$ cat config.mk
export PLATFORM = sky130hd
export DESIGN_NAME = axis_insert_header_pipe
export DESIGN_NICKNAME = d
export VERILOG_FILES = /design/src/rtl/axis_insert_header_pipe.sv
export SDC_FILE = /design/constraint.sdc
export NUM_CORES = 1
export LEC_CHECK = 0
export ABC_AREA = 1
export CORE_MARGIN = 2
export CORE_UTILIZATION = 46
export CTS_BUF_LIST = sky130_fd_sc_hd__clkbuf_2
export CTS_CLUSTER_DIAMETER = 50
export CTS_CLUSTER_SIZE = 30
export DETAILED_ROUTE_END_ITERATION = 10
export HOLD_SLACK_MARGIN = 0.03
export PLACE_DENSITY = 0.73
export SLEW_MARGIN = 15
export SYNTH_ARGS = -nofsm -noshare
export SYNTH_HDL_FRONTEND = slang
export SYNTH_SLANG_ARGS = --single-unit
export TNS_END_PERCENT = 30
$ cat constraint.sdc
create_clock -name clk -period 8 [get_ports clk]
set_input_delay 1.2 -clock clk [delete_from_list [all_inputs] [get_ports clk]]
set_output_delay 1.2 -clock clk [all_outputs]
set_load 0.1 [all_outputs]
$ cat src/rtl/axis_insert_header_pipe.sv
// rtl/axis_insert_header_pipe.sv - registered AXI-Stream header inserter with residual byte packing
// Optional statistics counters enabled by defining AXIS_INSERT_HDR_STATS_EN.
module axis_insert_header_pipe #(
  parameter int DATA_WD      = 32,
  parameter int DATA_BYTE_WD = DATA_WD / 8,
  parameter int BYTE_CNT_WD  = $clog2(DATA_BYTE_WD)
) (
  input  logic                    clk,
  input  logic                    rst_n,
  input  logic                    valid_in,
  output logic                    ready_in,
  input  logic [DATA_WD-1:0]      data_in,
  input  logic [DATA_BYTE_WD-1:0] keep_in,
  input  logic                    last_in,
  output logic                    valid_out,
  input  logic                    ready_out,
  output logic [DATA_WD-1:0]      data_out,
  output logic [DATA_BYTE_WD-1:0] keep_out,
  output logic                    last_out,
  input  logic                    valid_insert,
  output logic                    ready_insert,
  input  logic [DATA_WD-1:0]      data_insert,
  input  logic [DATA_BYTE_WD-1:0] keep_insert,
  input  logic [BYTE_CNT_WD-1:0]  byte_insert_cnt
`ifdef AXIS_INSERT_HDR_STATS_EN
  ,
  output logic [31:0]             pkt_cnt,
  output logic [31:0]             beat_cnt
`endif
);

  localparam int N  = DATA_BYTE_WD;
  localparam int RW = BYTE_CNT_WD + 1;
  localparam int SW = BYTE_CNT_WD + 2;

  typedef enum logic [1:0] {
    S_IDLE,
    S_STREAM,
    S_TAIL
  } state_e;

  state_e                  state_q, state_d;
  logic [DATA_WD-1:0]      res_q, res_d;
  logic [RW-1:0]           rcnt_q, rcnt_d;
  logic                    vout_q, vout_d;
  logic [DATA_WD-1:0]      dout_q, dout_d;
  logic [N-1:0]            kout_q, kout_d;
  logic                    lout_q, lout_d;

  logic                    out_free;
  logic                    in_hs;
  logic                    ins_hs;
  logic [RW-1:0]           kcnt;
  logic [DATA_WD-1:0]      data_m;
  logic [2*DATA_WD-1:0]    combined;
  logic [SW-1:0]           total;
  logic [DATA_WD-1:0]      hdr_aligned;
  logic                    unused_keep_insert;

  function automatic logic [N-1:0] keep_top(input logic [SW-1:0] m);
    keep_top = '0;
    for (int i = 0; i < N; i++) begin
      if (SW'(i) < m) keep_top[N-1-i] = 1'b1;
    end
  endfunction

  assign unused_keep_insert = ^keep_insert;

  assign out_free     = !vout_q || ready_out;
  assign ready_in     = !rst_n && (state_q == S_STREAM) && out_free;
  assign ready_insert = !rst_n && (state_q == S_IDLE);
  assign in_hs        = valid_in && ready_in;
  assign ins_hs       = valid_insert && ready_insert;

  // Only the last beat is sparse; unkept bytes are zeroed so they never leak into data_out.
  always_comb begin
    kcnt   = '0;
    data_m = '0;
    for (int i = 0; i < N; i++) begin
      if (!last_in || keep_in[i]) begin
        data_m[i*8 +: 8] = data_in[i*8 +: 8];
        kcnt             = kcnt + RW'(1);
      end
    end
  end

  // Residual bytes sit at the top of a 2N-byte window; the beat lands right after them.
  assign combined    = {res_q, {DATA_WD{1'b0}}} | ({data_m, {DATA_WD{1'b0}}} >> {rcnt_q, 3'b000});
  assign total       = SW'(rcnt_q) + SW'(kcnt);
  assign hdr_aligned = data_insert << {BYTE_CNT_WD'(N - 1) - byte_insert_cnt, 3'b000};

  always_comb begin
    state_d = state_q;
    res_d   = res_q;
    rcnt_d  = rcnt_q;
    vout_d  = vout_q && !ready_out;
    dout_d  = dout_q;
    kout_d  = kout_q;
    lout_d  = lout_q;
    case (state_q)
      S_IDLE: begin
        if (ins_hs) begin
          res_d   = hdr_aligned;
          rcnt_d  = RW'(byte_insert_cnt) + RW'(1);
          state_d = S_STREAM;
        end
      end
      S_STREAM: begin
        if (in_hs) begin
          vout_d = 1'b1;
          dout_d = combined[2*DATA_WD-1 -: DATA_WD];
          if (last_in && (total <= SW'(N))) begin
            kout_d  = keep_top(total);
            lout_d  = 1'b1;
            res_d   = '0;
            rcnt_d  = '0;
            state_d = S_IDLE;
          end else begin
            kout_d = '1;
            lout_d = 1'b0;
            res_d  = combined[DATA_WD-1:0];
            rcnt_d = RW'(total - SW'(N));
            if (last_in) state_d = S_TAIL;
          end
        end
      end
      S_TAIL: begin
        if (out_free) begin
          vout_d  = 1'b1;
          dout_d  = res_q;
          kout_d  = keep_top(SW'(rcnt_q));
          lout_d  = 1'b1;
          res_d   = '0;
          rcnt_d  = '0;
          state_d = S_IDLE;
        end
      end
      default: state_d = S_IDLE;
    endcase
  end

  always_ff @(posedge clk) begin
    if (rst_n) begin
      state_q <= S_IDLE;
      res_q   <= '0;
      rcnt_q  <= '0;
      vout_q  <= 1'b0;
      dout_q  <= '0;
      kout_q  <= '0;
      lout_q  <= 1'b0;
    end else begin
      state_q <= state_d;
      res_q   <= res_d;
      rcnt_q  <= rcnt_d;
      vout_q  <= vout_d;
      dout_q  <= dout_d;
      kout_q  <= kout_d;
      lout_q  <= lout_d;
    end
  end

  assign valid_out = vout_q;
  assign data_out  = dout_q;
  assign keep_out  = kout_q;
  assign last_out  = lout_q;

`ifdef AXIS_INSERT_HDR_STATS_EN
  logic [31:0] pkt_cnt_q;
  logic [31:0] beat_cnt_q;

  always_ff @(posedge clk) begin
    if (rst_n) begin
      pkt_cnt_q  <= '0;
      beat_cnt_q <= '0;
    end else if (vout_q && ready_out) begin
      beat_cnt_q <= beat_cnt_q + 32'd1;
      if (lout_q) pkt_cnt_q <= pkt_cnt_q + 32'd1;
    end
  end

  assign pkt_cnt  = pkt_cnt_q;
  assign beat_cnt = beat_cnt_q;
`endif

endmodule

==> impl_metrics.env <==
export IMPL_status="complete, no violations"
export IMPL_hp_class="register to register"
export IMPL_dp_cells=1184
export IMPL_layout_nets=1139
export IMPL_cellLeakagePower_uw=0.003230
export IMPL_slowest_stage="clkdlybuf4s50_1"
export IMPL_grt_usage_pct=29.95
export IMPL_whs_endpoint="keep_out[2]$_SDFFE_PP0P_"
export IMPL_ir_drop_v=0.0003291
export IMPL_cp_slowest_stage_delay_ns=0.64
export IMPL_vias=6457
export IMPL_fin_setup_tns_ns=0
export IMPL_hold_path_depth=2
export IMPL_crit_chain="clkdlybuf4s50_1, nand2_2, ha_1, inv_1, nor2_1, inv_1, nand2_1, inv_1, ha_1, nand2_1, nand2_1, fa_1, nor2_1, inv_1, nand3_1, nand3_1, nand3_2, inv_2, nand2_1, a21oi_1"
export IMPL_tightest_slew_ns=1.195
export IMPL_rows=40
export IMPL_stdcell_count=1201
export IMPL_cp_arrival_ns=5.22
export IMPL_layout_drive_gt1_share_pct=4.084
export IMPL_ant_nets=0
export IMPL_drc_errors=0
export IMPL_avgSynthCellArea_sq_um=5.697
export IMPL_worstSetupEndpointType="register"
export IMPL_coreArea_sq_mm=0.01191
export IMPL_p_total_uw=3196
export IMPL_hold_viol_final=0
export IMPL_async_flop_share_pct=0
export IMPL_grt_start_max_net_pins=67
export IMPL_final_common_cell="nand2_1"
export IMPL_rr_worst_depth=8
export IMPL_yosysWarnings=0
export IMPL_synthFlopType="dfxtp_1"
export IMPL_die_w_um=114.2
export IMPL_cts_htree_levels=3
export IMPL_synth_cells=981
export IMPL_initial_core_util_pct=46.92
export IMPL_design_area_sq_mm=0.006797
export IMPL_regArea_sq_mm=0.001501
export IMPL_path_class="primary input to register"
export IMPL_hp_start="keep_out[2]$_SDFFE_PP0P_"
export IMPL_grt_pass1_vias=5732
export IMPL_multiInputGateArea_sq_mm=0.003398
export IMPL_required_ns=8.51
export IMPL_root_buffer="clkbuf_2"
export IMPL_sw_frac_of_total_pct=60.50
export IMPL_postCtsHoldBufs=0
export IMPL_setup_violations=0
export IMPL_crit_start="last_in"
export IMPL_ios=120
export IMPL_cp_top_family="simple AND/OR/NAND/NOR gates"
export IMPL_p_comb_share_pct=71.6
export IMPL_grt_pass1_wl_um=30500
export IMPL_dp_hpwl_um=13780
export IMPL_power_density_mw_per_mm2=470.3
export IMPL_dieHeight_um=114.2
export IMPL_nFillCells=1216
export IMPL_fin_crit_sh_pct=58.90
export IMPL_cp_depth=20
export IMPL_fin_crit_ns=4.712
export IMPL_crit_fanout=26
export IMPL_avgViaCountPerCell=5.376
export IMPL_p_clk_share_pct=9.0
export IMPL_cts_num_sinks=75
export IMPL_highest_layer="met4"
export IMPL_pwr_share_seq_pct=19.4
export IMPL_worstSkewPairLatency_ns=0.58
export IMPL_fmax_mhz=212.2
export IMPL_rsz0062_at_grt="false"
export IMPL_numPortBuffers=115
export IMPL_ys_ff_latch=75
export IMPL_ys_types=28
export IMPL_synth_area_sq_mm=0.005589
export IMPL_die_area_sq_mm=0.01305
export IMPL_dpl_instance_area_sq_mm=0.006625
export IMPL_power_switching_uw=1934
export IMPL_clk_pin_slew_ns=0.21
export IMPL_wl_met1_um=8591
export IMPL_cts_tree="done"
export IMPL_dr_wl_met3_um=1620
export IMPL_critPathBufInv=6
export IMPL_drt_iter0_markers=737
export IMPL_ctsResizeCount=0
export IMPL_avgRoutedWirePerCell_um=15.99
export IMPL_p_int_uw=1263
export IMPL_synth_fp_nets=1072
export IMPL_drt_pass1_iter_count=6
export IMPL_reg2reg_to="data_out[18]$_SDFFE_PP0P_"
export IMPL_syn_to_final_growth_pct=21.60
export IMPL_gp_congestion=0.9170
export IMPL_slew_violations=0
export IMPL_reg2reg_setup_slack_ns=5.07
export IMPL_fin_skew_ns=0.01863
export IMPL_wl_met2_um=8480
export IMPL_clk_path_buf_depth=2
export IMPL_final_cell_mix="nand2_1, nand3_1, nor2_1, clkdlybuf4s50_1, inv_1"
export IMPL_synth_seq_area_share_pct=26.86
export IMPL_synth_edff_count=0
export IMPL_post_cts_buffers=0
export IMPL_rr_startpoint="rcnt_q[0]$_SDFFE_PP0P_"
export IMPL_slew_headroom_pct=19.83
export IMPL_cts_inserted_buffers=9
export IMPL_routed_wirelength_um=19200
export IMPL_start_kind="primary input"
export IMPL_antenna_found_initial=1
export IMPL_drv_cap=0
export IMPL_overflow=0
worst register-to-register path, cell delays in order (launching register included):
cell,delay [ns]
dfxtp_1,0.35
buf_4,0.38
clkinv_1,1.07
nand3_1,0.40
nand2_1,0.16
nand2_1,0.11
o21ai_0,0.17
nor2_1,0.15
nor2_1,0.06
area by class of cell:
cell class / instances / share of cell area [%]
Tap cell: 147 / 2.706
Clock inverter: 7 / 1.823
Inverter: 94 / 5.191
Sequential cell: 75 / 22.09
Timing Repair Buffer: 120 / 17.49
Clock buffer: 9 / 0.6627
Multi-Input combinational cell: 748 / 50.00
Antenna cell: 1 / 0.03682
kinds of logic (layout without fill, tap and decap cells):
| kind of cell | count (synthesis) | in the layout | share of synthesized area [%] |
|---|---|---|---|
| other | 0 | 1 | 0 |
| adders and majority gates | 11 | 11 | 2.597 |
| and+or+nand+nor | 617 | 617 | 46.90 |
| buffers and inverters | 158 | 230 | 12.33 |
| xor gates and xnor gates | 2 | 2 | 0.3135 |
| AOI/OAI and AO/OA | 118 | 118 | 10.99 |
| DFF | 75 | 75 | 26.86 |
state kept, by name, summed over array words and instances (netlist names):
register / flops
data_out: 32
last_out: 1
valid_out: 1
rcnt_q: 3
res_q: 32
keep_out: 4
state_q: 2
cell usage after synthesis, types with 2 or more instances:
cell type	number	share of area (%)
a21oi_1	59	5.3
o21ai_0	51	4.6
o2111ai_1	2	0.31
nor2_4	3	0.60
buf_4	14	1.9
xor2_1	2	0.31
buf_2	34	3.0
nand4_1	27	3.0
inv_1	83	5.6
nand2_1	313	21
nand3_2	2	0.36
nor2_1	118	7.9
o211ai_1	3	0.40
clkinv_1	3	0.20
clkbuf_1	14	0.94
inv_2	8	0.54
nor2_2	2	0.22
nor3_1	2	0.18
nand2_2	6	0.67
ha_1	10	2.2
nand3_1	144	13
dfxtp_1	75	27
routing by layer:
layer	up-vias	global-route usage (%)
li1	3277	-
met3	33	5.664
met5	-	0
met4	0	9.187
met1	2860	41.65
met2	287	47.10
worst max-delay path by stage:
| stage | endpoint | slack [ns] |
|---|---|---|
| 3_3_place_gp | res_q[2]$_SDFFE_PP0P_ | 2.81 |
| 2_1_floorplan | ready_in | 3.40 |
| 4_1_cts | ready_in | 3.38 |
| 6_report | res_q[10]$_SDFFE_PP0P_ | 3.29 |
| 3_5_place_dp | res_q[10]$_SDFFE_PP0P_ | 2.79 |
| 5_1_grt | res_q[13]$_SDFFE_PP0P_ | 2.97 |
through the flow:
step | hold slack [ns] | utilization [%] | setup WS [ns]
6_report | 0.4793 | 57.06 | 3.288
3_3_place_gp | 0.4552 | 55.62 | 2.807
2_1_floorplan | 0.4834 | - | 3.405
5_1_grt | 0.4994 | 57.06 | 2.974
3_5_place_dp | 0.4575 | 55.62 | 2.786
4_1_cts | 0.4826 | 57.04 | 3.377
power groups by stage:
stage          Combinational (uW)  Clock [uW]  Sequential (uW)
4_1_cts                      2250         294              618
3_3_place_gp                 2240           0              623
6_report                     2290         289              619
5_1_grt                      2490         305              634
2_1_floorplan                1240           0             1100
3_5_place_dp                 2240           0              628
(Power assumes the default switching activity.)
